**src/rtl/order_gateway.sv**
```systemverilog
// Purpose: turns rising edges of trade_trigger into sequence-numbered orders, rate-limited per window, buffered in a FIFO.
// Latency: an event sampled at clock edge N is presented on ord_valid/ord_price/ord_seq in cycle N+1.
// Backpressure: ord_ready low holds the head stable; events arriving at a full FIFO (with no pop) or over budget are dropped and counted.
module order_gateway #(
    parameter int PRICE_W       = 64,
    parameter int SEQ_W         = 16,
    parameter int FIFO_DEPTH    = 4,
    parameter int WINDOW_CYCLES = 1000,
    parameter int MAX_ORDERS    = 8
) (
    input  logic                            clk,
    input  logic                            rst_n,
    input  logic                            trade_trigger,
    input  logic [PRICE_W-1:0]              trade_price,
    input  logic                            enable,
    output logic                            ord_valid,
    input  logic                            ord_ready,
    output logic [PRICE_W-1:0]              ord_price,
    output logic [SEQ_W-1:0]                ord_seq,
    output logic [15:0]                     drop_cnt,
    output logic                            throttled,
    output logic [$clog2(FIFO_DEPTH):0]     fifo_level
);

    localparam int AW    = $clog2(FIFO_DEPTH);
    localparam int LVL_W = AW + 1;
    localparam int WC_W  = $clog2(WINDOW_CYCLES);
    localparam int WO_W  = $clog2(MAX_ORDERS + 1);
    localparam int ENT_W = PRICE_W + SEQ_W;

    localparam logic [LVL_W-1:0] DEPTH_L  = LVL_W'(FIFO_DEPTH);
    localparam logic [WC_W-1:0]  WIN_LAST = WC_W'(WINDOW_CYCLES - 1);
    localparam logic [WO_W-1:0]  MAX_O    = WO_W'(MAX_ORDERS);

    logic                 trig_d;
    logic [SEQ_W-1:0]     next_seq;
    logic [WC_W-1:0]      win_cnt;
    logic [WO_W-1:0]      win_orders;
    logic [WO_W-1:0]      win_orders_nxt;
    logic [AW-1:0]        wr_ptr;
    logic [AW-1:0]        rd_ptr;
    logic [LVL_W-1:0]     count;
    logic [ENT_W-1:0]     mem [FIFO_DEPTH];

    logic                 trig_evt;
    logic                 pop;
    logic                 accept;
    logic                 drop;
    logic                 win_wrap;

    // Head is read straight out of storage, so a held head never changes while ready is low.
    assign {ord_price, ord_seq} = mem[rd_ptr];
    assign ord_valid  = (count != '0);
    assign fifo_level = count;

    // A pop frees a slot in the same cycle, so a full FIFO being drained still takes the new order.
    always_comb begin
        trig_evt = trade_trigger & ~trig_d;
        pop      = ord_valid & ord_ready;
        win_wrap = (win_cnt == WIN_LAST);
        accept   = trig_evt & enable & (win_orders < MAX_O) & ((count < DEPTH_L) | pop);
        drop     = trig_evt & enable & ~accept;
        if (win_wrap) begin
            // an order accepted on the wrap cycle is charged to the new window
            win_orders_nxt = accept ? WO_W'(1) : '0;
        end else if (accept) begin
            win_orders_nxt = win_orders + 1'b1;
        end else begin
            win_orders_nxt = win_orders;
        end
    end

    // Edge detector, sequence numbering, rate-limit window and drop counter.
    always_ff @(posedge clk or negedge rst_n) begin
        if (!rst_n) begin
            trig_d     <= 1'b0;
            next_seq   <= '0;
            win_cnt    <= '0;
            win_orders <= '0;
            throttled  <= 1'b0;
            drop_cnt   <= '0;
        end else begin
            trig_d     <= trade_trigger;
            win_cnt    <= win_wrap ? '0 : win_cnt + 1'b1;
            win_orders <= win_orders_nxt;
            throttled  <= (win_orders_nxt == MAX_O);
            if (accept) begin
                next_seq <= next_seq + 1'b1;
            end
            if (drop && (drop_cnt != 16'hFFFF)) begin
                drop_cnt <= drop_cnt + 1'b1;
            end
        end
    end

    // Order FIFO: storage, pointers with natural wrap, and occupancy count.
    always_ff @(posedge clk or negedge rst_n) begin
        if (!rst_n) begin
            wr_ptr <= '0;
            rd_ptr <= '0;
            count  <= '0;
            for (int i = 0; i < FIFO_DEPTH; i++) begin
                mem[i] <= '0;
            end
        end else begin
            if (accept) begin
                mem[wr_ptr] <= {trade_price, next_seq};
                wr_ptr      <= wr_ptr + 1'b1;
            end
            if (pop) begin
                rd_ptr <= rd_ptr + 1'b1;
            end
            case ({accept, pop})
                2'b10:   count <= count + 1'b1;
                2'b01:   count <= count - 1'b1;
                default: count <= count;
            endcase
        end
    end

endmodule
```
**config.mk**
```make
export PLATFORM = sky130hd
export DESIGN_NAME = order_gateway
export DESIGN_NICKNAME = d
export VERILOG_FILES = /design/src/rtl/order_gateway.sv
export SDC_FILE = /design/constraint.sdc
export NUM_CORES = 1
export LEC_CHECK = 0
export CAP_MARGIN = 15
export CORE_ASPECT_RATIO = 1.25
export CORE_MARGIN = 4
export CORE_UTILIZATION = 59
export DETAILED_ROUTE_END_ITERATION = 12
export PLACE_DENSITY = 0.82
export SLEW_MARGIN = 20
export SYNTH_ARGS = -nofsm -noshare
export SYNTH_HDL_FRONTEND = slang
export SYNTH_SLANG_ARGS = --single-unit
```
**constraint.sdc**
```tcl
create_clock -name clk -period 3.6 [get_ports clk]
set_clock_uncertainty 0.05 [all_clocks]
set_input_delay 0.9 -clock clk [delete_from_list [all_inputs] [get_ports clk]]
set_output_delay 0.9 -clock clk [all_outputs]
set_load 0.02 [all_outputs]
```
==> flow_summary.toml <==
[critical_path]
path_cells = "buf_16 -> mux4_2 -> clkdlybuf4s50_1"
cp_data_required_time_ps = 2650
critical_path.max_fanout = 36
cp.arrival_ps = 2490
critPathLaunchType = "flip-flop"
end_kind = "primary output"
crit_type = "flip-flop to primary output"
max_stage_delay_ps = 570
critical_path.slowest_cell = "mux4_2"

[timing]
setup_viol = 0
hold_viol_final = 0
rsz0062_at_grt = "no"
period_share_pct = 95.5
tightest_slew_ps = 681
hold_slack_ps = 320
finalMaxSlewViolations = 0
tns_ps = 0
fin_crit_ps = 3440
max_freq_ghz = 0.291
max_slew_margin_pct = 54.6

[clocking]
cts-htree-levels = 2
cts_buffers = 39
cts.path.max_buffers = 3
cts.clk_slew.worst_paths_ps = 70
root_buffer = "clkbuf_16"
cts.sinks = 375
cts_tree = "built"
clkLatencyLatePin_ps = 510

[finish]
area_delta_synth_final_pct = 18.0
layout_common_cells = "373 x dfrtp_1, 320 x mux2_4, 168 x clkdlybuf4s50_1, 80 x mux4_2, 41 x clkbuf_16"
final_common_cell = "dfrtp_1"
layout-drive-gt1-share_pct = 41.8
nets = 1283
fin_util_pct = 70.8

[synth]
ys_types = 47
async_flop_share_pct = 100
ys_warn_count = 0
synth-edff-count = 0
syn_avg_cell_area_um2 = 17.8
yosys.area.top_type = "dfrtp_1"
netlist.area_leader.share_pct = 51.8
synth_ff_type = "dfrtp_1"
syn_nets = 1096
ys_seq_area_share_pct = 51.8
synthCells = 1017
ys_ff_latch = 375
synthTopCellsByArea = "dfrtp_1 52%, mux2_4 27%, mux4_2 9.9%, buf_12 4.0%, xor2_1 1.0%"
synthesis.area_um2 = 18100

[route]
dr.first_iter.drc_count = 542
wl_per_cell_um = 22.2
dr_total_vias = 9352
first_pass_iters = 4
viasPerCell = 5.72
ant_nets = 0
drc = 0
routed_wl_um = 36300

[placement]
hpwl_um = 22700
port_buffers = 169
gp_congestion = 0.815

[floorplan]
die_w_um = 165
core_region_area_um2 = 30200
fp-row-count = 71
initial_core_util_pct = 60.0
die_area_um2 = 33600
io_pins = 170
chipHeight_um = 204

[global_route]
grt-ovfl-total = 0
grt_pass1_vias = 10540
grt_max_degree = 85
grt_use_total_pct = 22.1
antenna_found_initial = 1
grt_pass1_wl_um = 59600

[hold_path]
min_path_type = "input pin to async pin"

[run]
cap_viol_max_count = 0

[pwr]
leakage_nw = 9.56
switching_power_mw = 5.64
p_per_area_nw_per_um2 = 880
peakVddDrop_uv = 563
clkPwrFrac_pct = 22.0
pwr-share-comb_pct = 41.1
internal_power_mw = 13.2
p_sw_share_pct = 30.0
seqPwrFrac_pct = 36.8

[outcome]
status = "finished, final reports clean"
## power groups by stage
stage | logic, mW | clock network [mW] | registers (mW)
2_1_floorplan | 5.45 | 0 | 6.52
3_3_place_gp | 7.53 | 0 | 6.93
3_5_place_dp | 7.67 | 0 | 6.99
4_1_cts | 7.78 | 4.24 | 6.95
5_1_grt | 8.17 | 4.41 | 7.14
6_report | 7.74 | 4.15 | 6.93
## metrics by stage
step                      power [mW]  area, µm²  std cells  setup WS [ps]
after CTS                       19.0      21400       1631           2.27
after global placement          14.5      20000       1560            475
after floorplan                 12.0      18100       1017           1130
after detailed placement        14.7      20000       1560            382
after global routing            19.7      21400       1635           73.6
final                           18.8      21400       1635            161
## cells in the mapped netlist (all sizes together), types with 2 or more instances
cell type    n
a21oi        3
a31oi        3
and2         7
and3         8
and4         5
and4b        2
buf         49
clkbuf      11
dfrtp      375
ha           9
inv          9
mux2       323
mux2i        2
mux4        80
nand2       11
nand3       13
nand4       11
nor2        16
nor2b        3
nor3        13
o2111ai      3
o21ai        6
or3          2
xnor2       20
xor2        21
## worst paths after layout
check	from	endpoint	slack, ps	depth (start not counted)
worst max register to register	fifo_level[2]	mem[96]	1370	5
worst min register to register	win_cnt[0]	win_cnt[0]	430	1
worst max-delay path	rd_ptr[0]	ord_price[21]	160	3
max in group asynchronous	rst_n	mem[36]	2230	3
min in group clk	win_cnt[0]	win_cnt[0]	430	1
worst min-delay path	rst_n	mem[151]	320	1
## cell type report
type                       count  area [µm²]
inverter                       9        33.8
sequential                   375        9390
tap                          401         502
fill                        1907        8810
clock buffer                  62        1200
timing repair buffer         206        2250
clock inverter                 8         129
multi-input combinational    573        7890
antenna                        1        2.50
## layer usage
| layer | up-vias | part of all wire (%) | global-route usage [%] |
|---|---|---|---|
| li1 | 4111 | - | - |
| met1 | 4996 | 44 | 31.2 |
| met2 | 186 | 50 | 36.4 |
| met3 | 59 | 3.8 | 3.25 |
| met4 | 0 | 2.5 | 5.97 |
| met5 | - | 0 | 0 |
## worst max-delay path, delay by kind of cell (launching register included)
kind / cells / cell delay, ps
muxes: 1 / 570
DFF: 1 / 510
buffers and inverters: 2 / 840
## cells by family after synthesis
logic type                 share of synthesized area [%]
buffers and inverters                               4.75
AOI/OAI and AO/OA                                  0.587
and+or+nand+nor                                     3.46
adders and majority gates                          0.732
DFF                                                 51.8
xor gates and xnor gates                            1.98
muxes                                               36.7
## repair_timing
action	CTS	global route
pin swaps	0	0
hold buffers	0	0
endpoints found under the setup margin	1	59
gates resized for setup	0	2
setup buffers	1	3
cloned	0	0
## state kept, by name, summed over array words and instances (netlist names)
register / cells
wr_ptr: 2
rd_ptr: 2
trig_d: 1
drop_cnt: 16
win_orders: 4
mem: 320
win_cnt: 10
throttled: 1
next_seq: 16
fifo_level: 3
Note: power is estimated with default switching activity, not from simulation.
